[config.mk]
export PLATFORM = sky130hd
export DESIGN_NAME = cpu_core_param_flat
export DESIGN_NICKNAME = d
export VERILOG_FILES = /design/src/rtl/cpu_core_param_if.sv /design/src/rtl/cpu_core_param.sv /design/src/flat_wrapper.sv
export SDC_FILE = /design/constraint.sdc
export NUM_CORES = 1
export LEC_CHECK = 0
export CELL_PAD_IN_SITES_DETAIL_PLACEMENT = 1
export CELL_PAD_IN_SITES_GLOBAL_PLACEMENT = 1
export CORE_MARGIN = 2
export CORE_UTILIZATION = 54
export CTS_BUF_LIST = sky130_fd_sc_hd__clkbuf_4 sky130_fd_sc_hd__clkbuf_8 sky130_fd_sc_hd__clkbuf_16
export CTS_CLUSTER_SIZE = 16
export DETAILED_ROUTE_END_ITERATION = 10
export HOLD_SLACK_MARGIN = 0.05
export PLACE_DENSITY_LB_ADDON = 0.1
export SLEW_MARGIN = 40
export SYNTH_ARGS = -nofsm -noshare
export SYNTH_HDL_FRONTEND = slang
export SYNTH_SLANG_ARGS = --single-unit
[constraint.sdc]
create_clock -name clk -period 20.6 [get_ports clk]
set_clock_uncertainty 0.2 [all_clocks]
set_input_delay 2.06 -clock clk [delete_from_list [all_inputs] [get_ports clk]]
set_output_delay 2.06 -clock clk [all_outputs]
set_load 0.005 [all_outputs]
[src/rtl/cpu_core_param_if.sv]
// -----------------------------------------------------------------------------
// cpu_core_param_if
// Unified memory port of the multicycle core. A transaction completes at a
// rising edge where mem_req and mem_ready are both high.
//
//   mem_req    master->slave  transaction request
//   mem_we     master->slave  1 = write, 0 = read (valid while mem_req)
//   mem_addr   master->slave  word address
//   mem_wdata  master->slave  store data
//   mem_rdata  slave->master  read data, valid in the cycle mem_ready = 1
//   mem_ready  slave->master  completes the pending request
// -----------------------------------------------------------------------------
interface cpu_core_param_if #(
   parameter int DATA_W = 16,
   parameter int ADDR_W = 8
);
   logic              mem_req;
   logic              mem_we;
   logic [ADDR_W-1:0] mem_addr;
   logic [DATA_W-1:0] mem_wdata;
   logic [DATA_W-1:0] mem_rdata;
   logic              mem_ready;

   modport master (
      output mem_req, mem_we, mem_addr, mem_wdata,
      input  mem_rdata, mem_ready
   );

   modport slave (
      input  mem_req, mem_we, mem_addr, mem_wdata,
      output mem_rdata, mem_ready
   );
endinterface

[src/rtl/cpu_core_param.sv]
// -----------------------------------------------------------------------------
// cpu_core_param
// Parametrised multicycle CPU core: 16-bit instruction set (MOV, ALU, LDR,
// STR, conditional branch, HALT) over a DATA_W-bit datapath, with a single
// req/ready memory port shared by instruction fetch and data access.
// DATA_W must be >= 16 and DBG_W <= DATA_W.
//
//   clk     in   rising-edge clock
//   reset   in   asynchronous, active-high reset
//   mem     mst  memory port (cpu_core_param_if.master)
//   halted  out  core has executed HALT
//   r0_out  out  R0[DBG_W-1:0] for the board display
// -----------------------------------------------------------------------------
module cpu_core_param #(
   parameter int DATA_W   = 16,
   parameter int ADDR_W   = 8,
   parameter int DBG_W    = 10,
   parameter int RESET_PC = 0
) (
   input  logic                      clk,
   input  logic                      reset,
   cpu_core_param_if.master          mem,
   output logic                      halted,
   output logic [DBG_W-1:0]          r0_out
);

   localparam logic [ADDR_W-1:0] RESET_PC_V = ADDR_W'(RESET_PC);
   localparam logic [ADDR_W-1:0] PC_ONE     = ADDR_W'(1);

   localparam logic [2:0] OPC_NOP  = 3'b000;
   localparam logic [2:0] OPC_BR   = 3'b001;
   localparam logic [2:0] OPC_LDR  = 3'b011;
   localparam logic [2:0] OPC_STR  = 3'b100;
   localparam logic [2:0] OPC_ALU  = 3'b101;
   localparam logic [2:0] OPC_MOV  = 3'b110;
   localparam logic [2:0] OPC_HALT = 3'b111;

   typedef enum logic [2:0] {
      S_IDLE,
      S_FETCH,
      S_DECODE,
      S_EXEC,
      S_MEM,
      S_WB,
      S_HALT
   } state_t;

   state_t            state, state_nxt;
   logic [ADDR_W-1:0] pc;
   logic [ADDR_W-1:0] addr;
   logic [15:0]       ir;
   logic [DATA_W-1:0] regs [8];
   logic [DATA_W-1:0] a, b, c;
   logic              z, n, v;

   // Instruction fields
   logic [2:0] opcode, rn, rd, rm, cond;
   logic [1:0] op, sh;
   assign opcode = ir[15:13];
   assign op     = ir[12:11];
   assign rn     = ir[10:8];
   assign rd     = ir[7:5];
   assign sh     = ir[4:3];
   assign rm     = ir[2:0];
   assign cond   = ir[10:8];

   logic [DATA_W-1:0] sximm5, sximm8;
   logic [ADDR_W-1:0] br_off;
   assign sximm5 = DATA_W'($signed(ir[4:0]));
   assign sximm8 = DATA_W'($signed(ir[7:0]));
   // Branch offset is sign-extended (or truncated) to the PC width so the
   // target wraps modulo 2^ADDR_W.
   assign br_off = ADDR_W'($signed(ir[7:0]));

   // MOV immediate names its destination in the Rn field (imm8 overlays Rd).
   logic [2:0] wb_idx;
   assign wb_idx = (opcode == OPC_MOV && op == 2'b10) ? rn : rd;

   logic [DATA_W-1:0] alu_sum, alu_diff, ea_sum;
   logic              alu_v;
   assign alu_sum  = a + b;
   assign alu_diff = a - b;
   assign ea_sum   = a + sximm5;
   // Signed overflow of A-B: operands differ in sign and result sign differs from A.
   assign alu_v    = (a[DATA_W-1] ^ b[DATA_W-1]) & (alu_diff[DATA_W-1] ^ a[DATA_W-1]);

   function automatic logic [DATA_W-1:0] shift_b(input logic [DATA_W-1:0] x,
                                                 input logic [1:0]        s);
      case (s)
         2'b01:   return {x[DATA_W-2:0], 1'b0};
         2'b10:   return {1'b0, x[DATA_W-1:1]};
         2'b11:   return {x[DATA_W-1], x[DATA_W-1:1]};
         default: return x;
      endcase
   endfunction

   function automatic logic cond_ok(input logic [2:0] cc, input logic zf,
                                    input logic nf, input logic vf);
      case (cc)
         3'b000:  return 1'b1;
         3'b001:  return zf;
         3'b010:  return ~zf;
         3'b011:  return nf ^ vf;
         3'b100:  return (nf ^ vf) | zf;
         default: return 1'b0;
      endcase
   endfunction

   // ---------------------------------------------------------------- FSM
   // NOTE: sequential state uses non-blocking assignments so every register
   // samples pre-edge values, independent of process evaluation order.
   always_ff @(posedge clk or posedge reset) begin
      if (reset) state <= S_IDLE;
      else       state <= state_nxt;
   end

   logic              req_o, we_o;
   logic [ADDR_W-1:0] addr_o;
   logic [DATA_W-1:0] wdata_o;

   // Outputs depend on state only, so an asynchronous reset drops mem_req
   // immediately and abandons any stalled transaction.
   always_comb begin
      // NOTE: every output gets a default before the case so no path leaves
      // a signal unassigned and no latch is inferred.
      state_nxt = state;
      req_o     = 1'b0;
      we_o      = 1'b0;
      addr_o    = '0;
      wdata_o   = '0;
      case (state)
         S_IDLE:   state_nxt = S_FETCH;
         S_FETCH: begin
            req_o  = 1'b1;
            addr_o = pc;
            if (mem.mem_ready) state_nxt = S_DECODE;
         end
         S_DECODE: state_nxt = (opcode == OPC_NOP) ? S_FETCH : S_EXEC;
         S_EXEC: begin
            case (opcode)
               OPC_BR:           state_nxt = S_FETCH;
               OPC_ALU:          state_nxt = (op == 2'b01) ? S_FETCH : S_WB;
               OPC_LDR, OPC_STR: state_nxt = S_MEM;
               OPC_HALT:         state_nxt = S_HALT;
               default:          state_nxt = S_WB;
            endcase
         end
         S_MEM: begin
            req_o  = 1'b1;
            addr_o = addr;
            if (opcode == OPC_STR) begin
               we_o    = 1'b1;
               wdata_o = regs[rd];
            end
            if (mem.mem_ready) state_nxt = (opcode == OPC_STR) ? S_FETCH : S_WB;
         end
         S_WB:     state_nxt = S_FETCH;
         S_HALT:   state_nxt = S_HALT;
         default:  state_nxt = S_IDLE;
      endcase
   end

   assign mem.mem_req   = req_o;
   assign mem.mem_we    = we_o;
   assign mem.mem_addr  = addr_o;
   assign mem.mem_wdata = wdata_o;
   assign halted        = (state == S_HALT);
   assign r0_out        = regs[0][DBG_W-1:0];

   // ---------------------------------------------------------------- datapath
   always_ff @(posedge clk or posedge reset) begin
      if (reset) begin
         pc   <= RESET_PC_V;
         ir   <= '0;
         addr <= '0;
         a    <= '0;
         b    <= '0;
         c    <= '0;
         z    <= 1'b0;
         n    <= 1'b0;
         v    <= 1'b0;
         // NOTE: the register bank is eight flops, not a RAM, so clearing it
         // on reset is legal and makes R0..R7 start from zero.
         for (int i = 0; i < 8; i++) regs[i] <= '0;
      end else begin
         case (state)
            S_FETCH: begin
               if (mem.mem_ready) begin
                  ir <= mem.mem_rdata[15:0];
                  pc <= pc + PC_ONE;
               end
            end
            S_DECODE: begin
               a <= regs[rn];
               b <= shift_b(regs[rm], sh);
            end
            S_EXEC: begin
               case (opcode)
                  OPC_MOV: c <= (op == 2'b10) ? sximm8 : b;
                  OPC_ALU: begin
                     case (op)
                        2'b00: c <= alu_sum;
                        2'b01: begin
                           z <= (alu_diff == '0);
                           n <= alu_diff[DATA_W-1];
                           v <= alu_v;
                        end
                        2'b10: c <= a & b;
                        default: c <= ~b;
                     endcase
                  end
                  OPC_BR: begin
                     // pc already points past the branch
                     if (cond_ok(cond, z, n, v)) pc <= pc + br_off;
                  end
                  OPC_LDR, OPC_STR: addr <= ea_sum[ADDR_W-1:0];
                  default: ;
               endcase
            end
            S_MEM: begin
               if (mem.mem_ready && opcode == OPC_LDR) c <= mem.mem_rdata;
            end
            S_WB: regs[wb_idx] <= c;
            default: ;
         endcase
      end
   end

endmodule

[src/flat_wrapper.sv]
// flat-port wrapper written by rule: the top's interface ports become plain ports
module cpu_core_param_flat 
#(
   parameter int DATA_W   = 16,
   parameter int ADDR_W   = 8,
   parameter int DBG_W    = 10,
   parameter int RESET_PC = 0
)
  (clk, reset, halted, r0_out, mem_mem_req, mem_mem_we, mem_mem_addr, mem_mem_wdata, mem_mem_rdata, mem_mem_ready);
  cpu_core_param_if #(.DATA_W(DATA_W), .ADDR_W(ADDR_W)) mem_i ();
  input  logic clk;
  input  logic reset;
  output logic halted;
  output logic [DBG_W-1:0] r0_out;
  output wire logic [$bits(mem_i.mem_req)-1:0] mem_mem_req;
  output wire logic [$bits(mem_i.mem_we)-1:0] mem_mem_we;
  output wire logic [$bits(mem_i.mem_addr)-1:0] mem_mem_addr;
  output wire logic [$bits(mem_i.mem_wdata)-1:0] mem_mem_wdata;
  input wire logic [$bits(mem_i.mem_rdata)-1:0] mem_mem_rdata;
  input wire logic [$bits(mem_i.mem_ready)-1:0] mem_mem_ready;
  assign mem_mem_req = mem_i.mem_req;
  assign mem_mem_we = mem_i.mem_we;
  assign mem_mem_addr = mem_i.mem_addr;
  assign mem_mem_wdata = mem_i.mem_wdata;
  assign mem_i.mem_rdata = mem_mem_rdata;
  assign mem_i.mem_ready = mem_mem_ready;
  cpu_core_param #(.DATA_W(DATA_W), .ADDR_W(ADDR_W), .DBG_W(DBG_W), .RESET_PC(RESET_PC)) u_core (.clk(clk), .reset(reset), .mem(mem_i), .halted(halted), .r0_out(r0_out));
endmodule
# After elaboration in Yosys (flattened, before gate mapping)
# Index checks and enable logic that the tools add are counted.
dict set report totals {
  out_inout_bits 37
  elab_cells 126
  reg_bits 214
}
dict set report classes {
  bitwise_logic 12
  eq_ne 28
  reduce_logical 19
  n_lt_le_gt_ge 5
  n_mux 39
  addsub 5
}
# op n
set op_table {}
lappend op_table {{$mux W16} 11}
lappend op_table {{$bmux W16 S3} 3}
lappend op_table {{$bwmux W128} 1}
lappend op_table {{$pmux W16 S3} 2}
lappend op_table {{$pmux W16 S2} 2}
lappend op_table {{$demux W16 S3} 1}
lappend op_table {{$pmux W8 S2} 2}
lappend op_table {{$eq A3 B3 Y1 const B} 8}
lappend op_table {{$mux W8} 3}
lappend op_table {{$pmux W3 S6} 1}
lappend op_table {{$add A16 B16 Y16} 1}
lappend op_table {{$add A8 B8 Y8} 2}
lappend op_table {{$and A16 B16 Y16} 1}
lappend op_table {{$ge A4 B4 Y1 const B} 4}
lappend op_table {{$logic_not A16 Y1} 1}
lappend op_table {{$not A16 Y16} 1}
lappend op_table {{$not A3 Y4} 4}
lappend op_table {{$sub A16 B16 Y16} 1}
lappend op_table {{$eq A3 B2 Y1 const B} 5}
lappend op_table {{$mux W3} 5}
lappend op_table {{$pmux W3 S4} 1}
lappend op_table {{$eq A3 B1 Y1 const B} 3}
lappend op_table {{$logic_not A3 Y1} 3}
lappend op_table {{$add A8 B1 Y8 const B} 1}
lappend op_table {{other kinds (21)} 41}

# Depth between registers and ports, before layout
# Gate-level depths: netlist of the first run.
dict set report depth {
  depth_word 9
  mapped_depth 14
  depth_no_buf 12
}

# Least setup slack after synthesis of the first run
# No wires, ideal clock.
dict set report synth_path {
  path_type {reg-to-output}
  startpoint {reg u_core.ir[5]}
  endpoint {out mem_mem_wdata[10]}
  required_time_ps 18340
  stages_incl_launch_ff 7
  setup_slack_ps 16481
  arrival_time_ps 1859
  path_buffers 3
  cell_sequence {dfrtp_1 -> buf_2 -> clkbuf_1 -> clkbuf_1 -> mux4_2 -> mux2i_1 -> nor2_1}
}
dict set report synth_via {
  elab_chain_len 6
}
# element line
set synth_rtl {}
lappend synth_rtl {{start: declaration} cpu_core_param.sv:51} ;# logic [15:0] ir;
lappend synth_rtl {{start signal: assignment} cpu_core_param.sv:189} ;# ir <= mem.mem_rdata[15:0];
lappend synth_rtl {{$not A3 Y4 (implied by the code)} cpu_core_param.sv:153} ;# wdata_o = regs[rd];
lappend synth_rtl {{$bmux W16 S3} cpu_core_param.sv:153}
lappend synth_rtl {{$mux W16 (implied by the code) (2 in a row)} cpu_core_param.sv:153}
lappend synth_rtl {{$mux W16} cpu_core_param.sv:151} ;# if (opcode == OPC_STR) begin
lappend synth_rtl {{$mux W16} cpu_core_param.sv:131} ;# case (state)
lappend synth_rtl {{end: declaration} flat_wrapper.sv:18} ;# output wire logic [$bits(mem_i.mem_wdata)-1:0] mem_mem_wdata;
# Every way passes these cells. The select of a mux whose other input is x is not followed.

# Worst setup path after layout of the first run
dict set report layout_path {
  startpoint {reg u_core.state[2]}
  endpoint {out mem_mem_wdata[13]}
}
dict set report layout_via {
  elab_chain_len 2
}
# element line
set layout_rtl {}
lappend layout_rtl {{start: declaration} cpu_core_param.sv:48} ;# state_t state, state_nxt;
lappend layout_rtl {{start signal: assignment} cpu_core_param.sv:114} ;# else state <= state_nxt;
lappend layout_rtl {{$eq A3 B3 Y1} cpu_core_param.sv:131}
lappend layout_rtl {{$mux W16} cpu_core_param.sv:131}
# Every way passes these cells.

==> metrics.txt, run 1 <==
DRC violation count after routing 0; cell area after synthesis 0.0145 mm2; IO Port Bufs 55; most numerous cell in the Yosys netlist dfrtp_1; Pint 1.65 mW; Clk Latency, worst-skew pair 0.56 ns; Mapped Avg Cell Area between 10 and 15 um2; Hold Path Class flop to flop; Syn. warnings 0; sequential power share 0.288; Top FF cell, synth dfrtp_1; Die W roughly 170 um; areal power density over the cells ~190 mW/mm2; Yosys top cell by area dfrtp_1; crit path kind flop to primary output; DR WL/cell 27.0 um; Via-to-Cell Ratio 6.70; Final ANT Viol Nets 0; CTS Hold Buffers Added 0; 1st-pass router iterations 5; top post-synthesis cells by count 214 x dfrtp_1, 115 x mux2_2, 98 x nor2_1; unrepaired setup endpoints after global routing false; min cycle time layout around 5.5 ns; gpl congestion around 0.91; total CTS buffers 26; area grow syn2layout 11.0%; area post-placement 0.0152 mm2; CP Launch Type flop; WHS about 0.29 ns; largest net degree at the start of global routing ~100; Clock Sinks 214; TritonCTS clock tree built; I/O Pins 56; combinational power share 0.545; post-synthesis sequential area ratio 0.368; Routed WL around 45000 um; Mapped Nets 1373; grt total ovfl 0; Post-synth EDFFs 0; GRT Total Usage 0.329; CP required roughly 18 ns; Die Ht around 170 um; clk buf depth 3; Syn Inst Count approximately 1300; fin crit share 0.265; H-tree depth 1; root buf cell clkbuf_16; max frequency 183 MHz; final setup TNS 0 ns; arrival time worst endpoint 3.20 ns; vias after detailed routing 11200; fin nets 1375; # Post-CTS Setup Buffers 0; post-synth top area share 0.368; number of hold violations in the final report 0; vias in the first global route 11900; clock slew at reported path FFs 0.05 ns; outcome complete, no violations; synthesized flop and latch total 214; global-route wire length before repair 71100 um; Worst-Margin Slew 0.877 ns; Slew headroom 0.416; initial antenna violation count 0; Yosys cell types 78; CORE AREA 0.0267 mm2; share of layout cells above drive strength 1 0.242; largest cells by area after synthesis dfrtp_1 37%, mux4_2 15%, mux2_2 8.9%, mux2i_1 4.3%, ha_1 3.9%; Lkg Pwr roughly 7.0 nW; max_cap viols 0; initial drt markers ~1000; design area 0.0162 mm2; number of diodes 0; VDD IR-drop max 0.0000899 V; starting density of the core 0.544; std cell rows 60; placed wire-length estimate between 20000 and 30000 um; Async S/R FF share, synth 1.00; Critical Path End Type primary output; Post-CTS Resized 0; critical path peak fanout 25; Net Sw Power between 1 and 1.5 mW; switching part of the total 0.450; Setup-failing EPs final 0; Die ar. 0.0283 mm2; max-slew violation count 0; clock power share 0.167
-- metrics by stage --
step	std cells	setup WS, ns	total power, mW	util
floorplan	1305	12.49	1.98	-
global placement	1620	15.61	2.38	0.569
detailed placement	1620	15.80	2.46	0.569
CTS	1667	15.13	2.99	0.604
global route	1667	15.02	3.19	0.604
finish	1667	15.14	3.00	0.604
-- worst max-delay path, cell delays in order (launching register included) --
cell and delay [ns]:
dfrtp_1 0.61, nor3b_2 0.27, buf_4 0.33, nand3_2 0.48, nor2_1 0.35, clkdlybuf4s50_1 0.61
-- path summary, 6_finish.rpt --
path | slack [ns] | startpoint | endpoint | cells past startpoint
setup / recovery | 15.14 | u_core.state[2]$_DFFE_PP0P_ | mem_mem_wdata[13] | 5
hold / removal | 0.29 | u_core.pc[7]$_DFFE_PP0P_ | u_core.pc[7]$_DFFE_PP0P_ | 1
setup reg to reg | 16.69 | u_core.state[1]$_DFFE_PP0P_ | u_core.pc[7]$_DFFE_PP0P_ | 11
hold reg to reg | 0.29 | u_core.pc[7]$_DFFE_PP0P_ | u_core.pc[7]$_DFFE_PP0P_ | 1
max in group asynchronous | 17.10 | reset | u_core.ir[9]$_DFFE_PP0P_ | 3
min in group asynchronous | 1.84 | reset | u_core.regs[82]$_DFFE_PP0P_ | 2
-- power groups by stage --
| stage | Clock, mW | Combinational [mW] | Sequential [mW] |
|---|---|---|---|
| floorplan | 0 | 1.25 | 0.725 |
| global placement | 0 | 1.55 | 0.829 |
| detailed placement | 0 | 1.61 | 0.849 |
| CTS | 0.507 | 1.63 | 0.853 |
| global route | 0.522 | 1.78 | 0.888 |
| finish | 0.501 | 1.64 | 0.862 |
-- registers in the layout, summed over array words and instances (netlist names) --
signal	count
u_core.a	16
u_core.addr	8
u_core.b	16
u_core.c	16
u_core.ir	16
u_core.n	1
u_core.pc	8
u_core.r0_out	10
u_core.regs	118
u_core.state	3
u_core.v	1
u_core.z	1
-- layer usage --
layer | track usage | routed length (um) | vias to the layer above
li1 | - | - | 4835
met3 | 0.0520 | 2650 | 116
met1 | 0.448 | 19100 | 5820
met4 | 0.136 | 2030 | 0
met5 | 0 | 0 | -
met2 | 0.530 | 21300 | 393
-- layout make-up --
class | instances | area [um2]
Clock inverter | 9 | 170
Timing Repair Buffer | 76 | 712
Multi-Input combinational cell | 938 | 8500
Fill cell | 2720 | 10600
Tap cell | 341 | 427
Inverter | 51 | 199
Sequential cell | 214 | 5360
Clock buffer | 38 | 778
-- cell families after synthesis --
logic type | Yosys count | synth area share
xor gates and xnor gates | 32 | 0.0193
AOI/OAI and AO/OA | 276 | 0.117
muxes | 307 | 0.311
adders and majority gates | 49 | 0.0442
buffers and inverters | 153 | 0.0480
DFF | 214 | 0.368
and+or+nand+nor | 274 | 0.0921
-- cell usage in the layout, fill, tap and decap left out, types with 5 or more instances in the layout --
master	count
dfrtp_2	7
buf_4	20
nand4_1	5
a22oi_1	11
mux2_2	115
a21o_1	5
nor2_1	98
a2111oi_0	5
o22ai_1	5
a31oi_1	13
nand3_1	6
o21ai_0	66
mux2i_1	63
a21oi_1	94
clkbuf_4	6
dfrtp_1	207
mux2_4	8
o211ai_1	18
xnor2_1	20
mux2_1	22
nand2_1	82
clkbuf_8	6
and2_1	7
o21bai_1	10
nor2b_1	15
clkdlybuf4s50_1	55
nor3_1	12
a211oi_1	10
o31ai_1	6
xor2_1	12
ha_1	45
clkbuf_16	26
mux4_2	96
inv_1	48
nand2b_1	13
Power figures use the tool's default switching activity.
==> inputs of run 2 (changes only) <==
--- a/config.mk
+++ b/config.mk
@@ -8,7 +8,7 @@
 export CELL_PAD_IN_SITES_DETAIL_PLACEMENT = 1
 export CELL_PAD_IN_SITES_GLOBAL_PLACEMENT = 1
 export CORE_MARGIN = 2
-export CORE_UTILIZATION = 54
+export CORE_UTILIZATION = 51
 export CTS_BUF_LIST = sky130_fd_sc_hd__clkbuf_4 sky130_fd_sc_hd__clkbuf_8 sky130_fd_sc_hd__clkbuf_16
 export CTS_CLUSTER_SIZE = 16
 export DETAILED_ROUTE_END_ITERATION = 10
==> constraint.sdc (replaced) <==
create_clock -name clk -period 5.6 [get_ports clk]
set_clock_uncertainty 0.2 [all_clocks]
set_input_delay 0.56 -clock clk [delete_from_list [all_inputs] [get_ports clk]]
set_output_delay 0.56 -clock clk [all_outputs]
set_load 0.005 [all_outputs]
==> run 2 against run 1 <==
Effect of this change: first-iteration DRC count decreased by 32%; global-route usage is 2.4 points lower; design area grew 0.20%; flip-flop and latch count unchanged; combinational power rose to 3.6 times the previous value; clock power grew to 3.4 times the previous value.
==> metrics.txt, run 2 (synthesis results as in run 1) <==
grt total ovfl 0; root buf cell clkbuf_16; commonest non-fill, non-tap cell in the layout dfrtp_1; CORE AREA 0.0279 mm2; Routed WL 44700 um; areal power density over the cells 672 mW/mm2; worst reg2reg path depth 11; TritonCTS clock tree built; gpl congestion roughly 0.86; max reg flops 118; Clk Latency, worst-skew pair 0.56 ns; max-slew violation count 0; vias in the first global route 11700; global-route wire length before repair 71100 um; CP bufs+invs 2; Crit Reg-Reg Startpoint u_core.state[1]$_DFFE_PP0P_; CP Launch Type flop; worst slack, placed 2.04 ns; number of hold violations in the final report 0; flop2flop setup slack 2.06 ns; Post-CTS Resized 0; DRC violation count after routing 0; Worst-Margin Slew 0.855 ns; largest net degree at the start of global routing 90; initial antenna violation count 0; critical path peak fanout 19; GRT Total Usage 0.305; Die ar. between 0.02 and 0.03 mm2; Worst path slowest cell dfrtp_2; final setup TNS 0 ns; CP required 4.84 ns; arrival time worst endpoint 3.27 ns; H-tree depth 1; Die Ht approximately 170 um; worst setup margin about 1.6 ns; outcome complete, no violations; fin crit share 0.719; Die W 173 um; VDD IR-drop max 0.000337 V; Via-to-Cell Ratio 6.42; # Post-CTS Setup Buffers 0; Reg2Reg Capture Point u_core.pc[7]$_DFFE_PP0P_; DR WL/cell 26.2 um; min cycle time layout 4.03 ns; Critical Path End Type primary output; I/O Pins 56; Setup-failing EPs final 0; unrepaired setup endpoints after global routing false; placed wire-length estimate 30300 um; crit path kind flop to primary output; vias after detailed routing 10900; delay-heaviest family, CP buffers and inverters; Largest Register u_core.regs; clk buf depth 3; Hold Path Class input pin to asynchronous set/reset pin; initial drt markers 687; CTS Hold Buffers Added 0; Clock Sinks between 200 and 250; clock slew at reported path FFs 0.06 ns; crit-path cells buf_4 > mux4_2 > mux2i_1 > nor2_1 > clkdlybuf4s50_1; max frequency 248 MHz; fillers 2897; commonest cells after routing, fill and taps aside 208 x dfrtp_1, 115 x mux2_2, 98 x nor2_1; 1st-pass router iterations 4; share of layout cells above drive strength 1 0.243; Final ANT Viol Nets 0; starting density of the core 0.521; fin nets between 1000 and 1500; Max stage delay on crit path 0.82 ns; number of diodes 0; Lkg Pwr 6.97 nW; max_cap viols 0; IO Port Bufs 55; std cell rows 61; total CTS buffers 26; area grow syn2layout 11.3%; Critical Path Stages 5; Slew headroom 0.428
run 2: where the power goes:
group / switching [mW] / internal, mW / leakage [nW]
combinational: 3.19 / 2.73 / 3.76
clock: 0.694 / 1.01 / 0.436
sequential: 1.06 / 2.20 / 2.77
run 2: stage by stage:
| stage | cells | power (mW) | hold WS, ns | utilization | area, um2 |
|---|---|---|---|---|---|
| finish | 1704 | 10.9 | 0.165 | 0.579 | 16200 |
| global route | 1704 | 11.6 | 0.178 | 0.579 | 16200 |
| CTS | 1704 | 10.9 | 0.158 | 0.579 | 16200 |
| detailed placement | 1659 | 9.06 | 0.272 | 0.548 | 15300 |
| global placement | 1654 | 8.84 | 0.277 | 0.546 | 15200 |
| floorplan | 1305 | 7.28 | 0.247 | - | 14600 |
run 2: how the worst max path moves through the flow:
stage | from | endpoint | slack, ns
global placement | u_core.state[1]$_DFFE_PP0P_ | mem_mem_wdata[11] | 2.05
CTS | u_core.ir[6]$_DFFE_PP0P_ | mem_mem_wdata[11] | 1.51
finish | u_core.ir[6]$_DFFE_PP0P_ | mem_mem_wdata[11] | 1.57
global route | u_core.ir[6]$_DFFE_PP0P_ | mem_mem_wdata[11] | 1.43
floorplan | reset | u_core.a[0]$_DFFE_PP0P_ | 2.06
detailed placement | u_core.state[1]$_DFFE_PP0P_ | u_core.pc[7]$_DFFE_PP0P_ | 2.04
run 2: worst register-to-register path, stage by stage (launching register included):
cell and delay [ns]:
dfrtp_1 0.75, and3b_1 0.51, nand2_1 0.15, inv_1 0.09, ha_1 0.22, a21o_1 0.17
a21oi_1 0.24, o21bai_1 0.11, a2111oi_0 0.53, o21a_1 0.20, o21ai_0 0.11, xnor2_1 0.15
run 2: layout make-up:
class	instances	area (um2)	area share
tap	378	473	0.0292
clock buffer	38	778	0.0481
sequential	214	5360	0.331
multi-input combinational	938	8510	0.526
inverter	51	195	0.0121
timing repair buffer	78	781	0.0482
clock inverter	7	88.8	0.00549
run 2: per-layer routing:
metal  GRT usage  vias to the layer above  share of wire
li1            -                     4853              -
met1       0.416                     5715           0.44
met2       0.507                      301           0.48
met3      0.0405                       72          0.044
met4       0.101                        0          0.034
met5           0                        -              0
